**src/rtl/bus_pkg.sv**
```systemverilog
// Shared definitions for the bus master requester: FSM state encoding,
// the default slave-address width and named slave identifiers.
package bus_pkg;

    // Default number of slave-select bits sent serially to the arbiter
    localparam int SLAVE_ADDR_W_DEF = 2;

    // Requester life cycle, one pass per bus transfer
    typedef enum logic [2:0] {
        IDLE     = 3'd0,
        HOLD     = 3'd1,
        SEND     = 3'd2,
        WAIT_GNT = 3'd3,
        OWN      = 3'd4,
        DONE     = 3'd5
    } state_t;

    // Slave identifiers for the default address width
    localparam logic [SLAVE_ADDR_W_DEF-1:0] SLAVE_0 = 2'd0;
    localparam logic [SLAVE_ADDR_W_DEF-1:0] SLAVE_1 = 2'd1;
    localparam logic [SLAVE_ADDR_W_DEF-1:0] SLAVE_2 = 2'd2;
    localparam logic [SLAVE_ADDR_W_DEF-1:0] SLAVE_3 = 2'd3;

endpackage

```
**src/rtl/bus_master_requester.sv**
```systemverilog
// Master-side requester for the bus arbiter. Converts a local start command
// into a one-cycle request pulse followed by the slave id sent serially
// MSB first, waits for grant, holds ownership until trans_done and then
// reports completion with a one-cycle done pulse. All outputs registered.
//
// Optional feature: define REQ_TIMEOUT_EN to abandon a request when no grant
// arrives within TIMEOUT_CYCLES cycles (timeout pulse, back to IDLE).
// Without it the requester waits for grant indefinitely and timeout is 0.
module bus_master_requester
    import bus_pkg::*;
#(
    parameter int SLAVE_ADDR_W   = SLAVE_ADDR_W_DEF,
    parameter int TIMEOUT_CYCLES = 64
) (
    input  logic                    sys_clk,
    input  logic                    sys_rst,
    input  logic                    start,
    input  logic [SLAVE_ADDR_W-1:0] slave_id,
    input  logic                    arbiter_busy,
    input  logic                    m_grant,
    input  logic                    trans_done,
    output logic                    m_request,
    output logic                    m_slave_sel,
    output logic                    bus_owned,
    output logic                    ready,
    output logic                    done,
    output logic                    timeout
);

    localparam int CNT_W = (SLAVE_ADDR_W > 1) ? $clog2(SLAVE_ADDR_W) : 1;
    localparam logic [CNT_W-1:0] LAST_BIT = CNT_W'(SLAVE_ADDR_W - 1);

    state_t state_q, state_n;

    logic [SLAVE_ADDR_W-1:0] shift_q, shift_n;
    logic [CNT_W-1:0]        bit_q, bit_n;

    logic req_n, sel_n, own_n, ready_n, done_n, timeout_n;

`ifdef REQ_TIMEOUT_EN
    localparam int TO_W = $clog2(TIMEOUT_CYCLES + 1);
    localparam logic [TO_W-1:0] TO_LAST = TO_W'(TIMEOUT_CYCLES - 1);

    logic [TO_W-1:0] wait_q, wait_n;
`endif

    // State register
    always_ff @(posedge sys_clk or negedge sys_rst) begin
        if (!sys_rst) begin
            state_q <= IDLE;
        end else begin
            state_q <= state_n;
        end
    end

    // Next state, next outputs and datapath updates for the requester
    always_comb begin
        state_n   = state_q;
        shift_n   = shift_q;
        bit_n     = bit_q;
        req_n     = 1'b0;
        sel_n     = 1'b0;
        own_n     = 1'b0;
        ready_n   = 1'b0;
        done_n    = 1'b0;
        timeout_n = 1'b0;
`ifdef REQ_TIMEOUT_EN
        wait_n    = wait_q;
`endif
        case (state_q)
            IDLE: begin
                ready_n = 1'b1;
                if (start) begin
                    ready_n = 1'b0;
                    shift_n = slave_id;
                    if (arbiter_busy) begin
                        state_n = HOLD;
                    end else begin
                        state_n = SEND;
                        bit_n   = '0;
                        req_n   = 1'b1;
                        sel_n   = slave_id[SLAVE_ADDR_W-1];
                        shift_n = slave_id << 1;
                    end
                end
            end
            HOLD: begin
                if (!arbiter_busy) begin
                    state_n = SEND;
                    bit_n   = '0;
                    req_n   = 1'b1;
                    sel_n   = shift_q[SLAVE_ADDR_W-1];
                    shift_n = shift_q << 1;
                end
            end
            SEND: begin
                if (bit_q == LAST_BIT) begin
                    state_n = WAIT_GNT;
`ifdef REQ_TIMEOUT_EN
                    wait_n  = '0;
`endif
                end else begin
                    bit_n   = bit_q + CNT_W'(1);
                    sel_n   = shift_q[SLAVE_ADDR_W-1];
                    shift_n = shift_q << 1;
                end
            end
            WAIT_GNT: begin
                if (m_grant) begin
                    state_n = OWN;
                    own_n   = 1'b1;
                end
`ifdef REQ_TIMEOUT_EN
                else if (wait_q == TO_LAST) begin
                    state_n   = IDLE;
                    timeout_n = 1'b1;
                    ready_n   = 1'b1;
                end else begin
                    wait_n = wait_q + TO_W'(1);
                end
`endif
            end
            OWN: begin
                if (trans_done || !m_grant) begin
                    state_n = DONE;
                    done_n  = 1'b1;
                end else begin
                    own_n = 1'b1;
                end
            end
            DONE: begin
                state_n = IDLE;
                ready_n = 1'b1;
            end
            default: begin
                state_n = IDLE;
                ready_n = 1'b1;
            end
        endcase
    end

    // Registered outputs, serial shift register and bit counter
    always_ff @(posedge sys_clk or negedge sys_rst) begin
        if (!sys_rst) begin
            shift_q     <= '0;
            bit_q       <= '0;
            m_request   <= 1'b0;
            m_slave_sel <= 1'b0;
            bus_owned   <= 1'b0;
            ready       <= 1'b1;
            done        <= 1'b0;
            timeout     <= 1'b0;
        end else begin
            shift_q     <= shift_n;
            bit_q       <= bit_n;
            m_request   <= req_n;
            m_slave_sel <= sel_n;
            bus_owned   <= own_n;
            ready       <= ready_n;
            done        <= done_n;
            timeout     <= timeout_n;
        end
    end

`ifdef REQ_TIMEOUT_EN
    // Grant-wait cycle counter, restarted each time WAIT_GNT is entered
    always_ff @(posedge sys_clk or negedge sys_rst) begin
        if (!sys_rst) begin
            wait_q <= '0;
        end else begin
            wait_q <= wait_n;
        end
    end
`endif

endmodule
```
**config.mk**
```make
export PLATFORM = sky130hd
export DESIGN_NAME = bus_master_requester
export DESIGN_NICKNAME = d
export VERILOG_FILES = /design/src/rtl/bus_pkg.sv /design/src/rtl/bus_master_requester.sv
export SDC_FILE = /design/constraint.sdc
export NUM_CORES = 1
export LEC_CHECK = 0
export BUFFER_PORTS_ARGS = -buffer_cell sky130_fd_sc_hd__buf_4
export CAP_MARGIN = 25
export CORE_AREA = 4 4 41 43
export DETAILED_ROUTE_END_ITERATION = 8
export DIE_AREA = 0 0 45 47
export PLACE_DENSITY_LB_ADDON = 0.12
export SLEW_MARGIN = 40
export SYNTH_ARGS = -nofsm -noshare
export SYNTH_HDL_FRONTEND = slang
export SYNTH_SLANG_ARGS = --single-unit
```
**constraint.sdc**
```tcl
create_clock -name sys_clk -period 2.09 [get_ports sys_clk]
set_input_delay 0.3135 -clock sys_clk [delete_from_list [all_inputs] [get_ports sys_clk]]
set_output_delay 0.3135 -clock sys_clk [all_outputs]
set_load 0.03 [all_outputs]
```
# Word-level counts from Yosys, hierarchy flattened
# Index checks and enable logic that the tools add are counted.
# Widths: inputs -> output; s select.
# totals
register_bits	11
latchBits	0
mem_bits_rw	0
rom_bits	0
inputBits	8
mem_count	0
# classes
addsub	1
multipliers	0
n_div	0
n_lt_le_gt_ge	0
n_eq_ne	10
shifts	0
mux	31
n_bitwise	0
reduce_logical	8
# ops
op	count
$mux 3	5
$pmux 3 s5	1
$mux 1	14
$ne 2x2->1 const B	6
$mux 2	5
$eq 3x2->1 const B	2
$pmux 1 s2	3
$pmux 1 s3	2
$pmux 2 s3	1
$reduce_and 5->1	1
$reduce_and 4->1	1
$reduce_or 4->1	1
$eq 3x1->1 const B	1
$eq 3x3->1 const B	1
$logic_not 3->1	1
$reduce_bool 3->1	1
$reduce_and 2->1	1
$add 1x1->1 const B	1
$logic_not 1->1	1
$logic_or 1x1->1	1

# Longest topological paths before layout
# depth
ltp_word	4
depth_mapped	5
ltp_nobuf	4

# Least setup slack after synthesis
# Ideal clock, no wire load.
# synth_timing
path_kind	reg2reg
start	reg state_q[0]
end	reg shift_q[1]
setup_time_ns	0.125
arrival_ns	1.199
t_required_ns	1.965
path_slack_ns	0.767
stages_incl_launch_ff	5
n_path_buf	0
path_cell_list	dfrtp_1 > xnor2_1 > nor2_2 > mux2_2 > mux2_2
# synth_between
elab_chain_cells	3
# synth_lines
element	line	source
start: declaration	bus_master_requester.sv:33	state_t state_q, state_n;
start signal: assignment	bus_master_requester.sv:52	state_q <= state_n;
$eq 3x2->1, or another cell as far along	bus_master_requester.sv:70	case (state_q)
$ne 2x2->1 (no source line) or $reduce_bool 3->1 (tied branches)	-	
$reduce_and 4->1 (no source line)	-	
end signal: assignment	bus_master_requester.sv:154	shift_q <= shift_n;
end: declaration	bus_master_requester.sv:35	logic [SLAVE_ADDR_W-1:0] shift_q, shift_n;
# Parallel ways exist; a longest one is shown, timed or not.
# A chain may end at the register's enable or synchronous reset.

# Worst setup path after layout
# Ends and elaborated chain as after synthesis.

==> results.sh <==
export IMPL_p_int_w=0.000590
export IMPL_cp_end_kind="flip-flop"
export IMPL_synthDistinctLibCells=31
export IMPL_grt_ovfl_total=0
export IMPL_cp_required_ns=2.25
export IMPL_worst_ep_arrival_time_ns=1.75
export IMPL_cts_max_level=1
export IMPL_ioPinCount=14
export IMPL_synth_nets=67
export IMPL_syn_area_per_cell_sq_um=10.3
export IMPL_dp_hpwl_um=819
export IMPL_avgRoutedWirePerCell_um=13.1
export IMPL_drtAntennaViolNets=0
export IMPL_timing_clock_skew_ns=0.00297
export IMPL_cp_start_kind="flip-flop"
export IMPL_rsz0062_at_grt="no"
export IMPL_initial_core_util_pct=46.5
export IMPL_port_buffers=12
export IMPL_regArea_sq_um=277
export IMPL_crit_chain="xnor2_1 -> nor2_2 -> mux2_2 -> mux2_2"
export IMPL_final_common_cell="buf_4"
export IMPL_clockBufferDepth=2
export IMPL_setup_viol=0
export IMPL_place_ws_ns=0.518
export IMPL_path_class="flip-flop to flip-flop"
export IMPL_vias=467
export IMPL_numCtsBuffers=3
export IMPL_fp_row_count=13
export IMPL_yosys_warnings=0
export IMPL_via_per_inst=5.37
export IMPL_clk_pin_slew_worst_paths_ns=0.07
export IMPL_hold_class="input port to flip-flop"
export IMPL_cts_tree="yes"
export IMPL_status="finished, final reports clean"
export IMPL_seqPwrFrac_pct=42.2
export IMPL_grt_pass1_wl_mm=1.90
export IMPL_cts_setup_buffers=0
export IMPL_place_congestion=0.710
export IMPL_multiInputGateArea_sq_um=302
export IMPL_maxSlewViolCount=0
export IMPL_critPathSlowestCell="dfrtp_1"
export IMPL_fin_crit_sh_pct=76.4
export IMPL_hold_buffers=1
export IMPL_drc_errors=0
export IMPL_leakage_nw=0.326
export IMPL_cts_root_buf="clkbuf_4"
export IMPL_grt_max_degree=17
export IMPL_dr_pass1_iters=4
export IMPL_post_route_util_pct=55.6
export IMPL_swShare_pct=40.9
export IMPL_grt_pass1_vias=423
export IMPL_fin_tns_setup_ns=0
export IMPL_seq_area_frac_synth_pct=45.7
export IMPL_clk_latency_ns=0.27
export IMPL_synth_area_sq_um=606
export IMPL_drv_cap=0
export IMPL_timing_final_ws_setup_ns=0.493
export IMPL_powerDensity_nw_per_um2=1380
export IMPL_grt_use_total_pct=13.1
export IMPL_coreArea_sq_um=1300
export IMPL_dieArea_sq_um=2120
export IMPL_fp_dieW_um=45
export IMPL_fin_nets=81
export IMPL_ys_seq_elements=11
export IMPL_ir_worst_vdd_v=0.000685
export IMPL_fmax_mhz=626
export IMPL_syn_instance_count=59
export IMPL_pwr_share_clk_pct=14.8
export IMPL_p_switching_w=0.000408
export IMPL_power_w=0.000998
export IMPL_finalHoldViolCount=0
export IMPL_power_frac_comb_pct=43.0
export IMPL_syn_to_final_growth_pct=19.4
export IMPL_crit_path_max_incr_delay_ns=0.62
export IMPL_antenna_found_initial=0
export IMPL_layout_common_cells="buf_4, dfrtp_1, nor2_1"
export IMPL_cts_sinks=11
export IMPL_path_common_cell="mux2_2"
export IMPL_nFillCells=131
export IMPL_final_layout_size_suffix_gt1_share_pct=31.9
export IMPL_drt_total_wl_mm=1.14
export IMPL_cts_resized=0
export IMPL_fin_crit_ns=1.60
export IMPL_die_h_um=47
export IMPL_dr_first_iter_drc_count=7
export IMPL_cp_max_fo=13
export IMPL_n_antenna_cell=0
[worst max-delay path: cells and delay by family, from the launching register on]
kind          cells  cell delay [ns]
flops             1             0.62
mux               2             0.59
simple gates      1             0.13
xor+xnor          1             0.14
[flip-flops by register name, indices dropped and copies added (netlist names)]
| register | cells |
|---|---|
| state_q | 3 |
| shift_q | 2 |
| bit_q | 1 |
| bus_owned | 1 |
| done | 1 |
| m_request | 1 |
| m_slave_sel | 1 |
| ready | 1 |
[area by class of cell]
cell class / count / share of cell area [%]
clock buffer: 4 / 3.63
sequential: 11 / 38.2
tap: 15 / 2.60
multi-input combinational: 44 / 41.7
timing repair buffer: 13 / 13.8
[synthesized netlist by cell type]
| master | number | share of area (%) |
|---|---|---|
| nand2b_1 | 2 | 2.1 |
| mux2i_1 | 1 | 1.7 |
| o21ai_0 | 1 | 0.83 |
| clkbuf_1 | 1 | 0.62 |
| nor2_2 | 1 | 1.0 |
| nor3b_2 | 1 | 2.1 |
| xnor2_1 | 1 | 1.4 |
| dfstp_2 | 1 | 4.3 |
| nor2_1 | 6 | 3.7 |
| nor3b_1 | 1 | 1.2 |
| o21bai_1 | 1 | 1.2 |
| buf_4 | 1 | 1.2 |
| nor2b_1 | 3 | 3.1 |
| a211oi_1 | 1 | 1.2 |
| a32o_1 | 2 | 3.3 |
| a211o_1 | 1 | 1.4 |
| nand2_1 | 4 | 2.5 |
| and2_1 | 1 | 1.0 |
| nor3_1 | 1 | 0.83 |
| mux2_4 | 1 | 2.5 |
| buf_2 | 1 | 0.83 |
| mux2_2 | 3 | 5.6 |
| nand4b_1 | 1 | 1.4 |
| conb_1 | 1 | 0.62 |
| a311oi_1 | 1 | 1.4 |
| o21ai_1 | 5 | 4.1 |
| o21bai_2 | 1 | 1.9 |
| mux2_1 | 1 | 1.9 |
| a21oi_1 | 2 | 1.7 |
| dfrtp_1 | 10 | 41 |
| buf_6 | 1 | 1.9 |
[stage by stage]
stage	hold slack [ns]	cells	instance area [sq um]
after floorplan	0.0179	59	606
after global placement	0.155	82	687
after detailed placement	0.159	82	687
after CTS	0.272	87	723
after global routing	0.293	87	723
final	0.274	87	723
[cell families (layout without fill, tap and decap cells)]
logic type / after synthesis / in the layout / share of synthesized area, %
AND/OR/NAND/NOR: 21 / 21 / 19.0
AO/OA/AOI/OAI: 15 / 15 / 17.1
flip-flops: 11 / 11 / 45.7
other: 1 / 1 / 0.619
XOR/XNOR: 1 / 1 / 1.45
buffers and inverters: 4 / 17 / 4.54
multiplexers: 6 / 6 / 11.6
[power by group through the flow]
stage	clock network (W)	registers, W	logic (W)
after floorplan	0	0.000402	0.000365
after global placement	0	0.000421	0.000428
after detailed placement	0	0.000423	0.000433
after CTS	0.000151	0.000420	0.000435
after global routing	0.000162	0.000441	0.000478
final	0.000148	0.000421	0.000429
[worst paths after layout]
path                             from    endpoint  slack (ns)  depth (start not counted)
max                        state_q[0]  shift_q[1]        0.49                          4
min                           m_grant  state_q[1]        0.27                          2
min reg2reg                shift_q[0]  shift_q[0]        0.49                          1
min in group asynchronous     sys_rst  state_q[0]        0.41                          2
max in group asynchronous     sys_rst       ready        1.46                          2
max reg2reg                state_q[0]  shift_q[1]        0.49                          4
[metal layers]
layer | track usage [%] | wire, um
met1 | 16.5 | 498
met2 | 18.4 | 538
met3 | 3.07 | 73
met4 | 12.3 | 30
met5 | 0 | 0
Power figures use the tool's default switching activity.
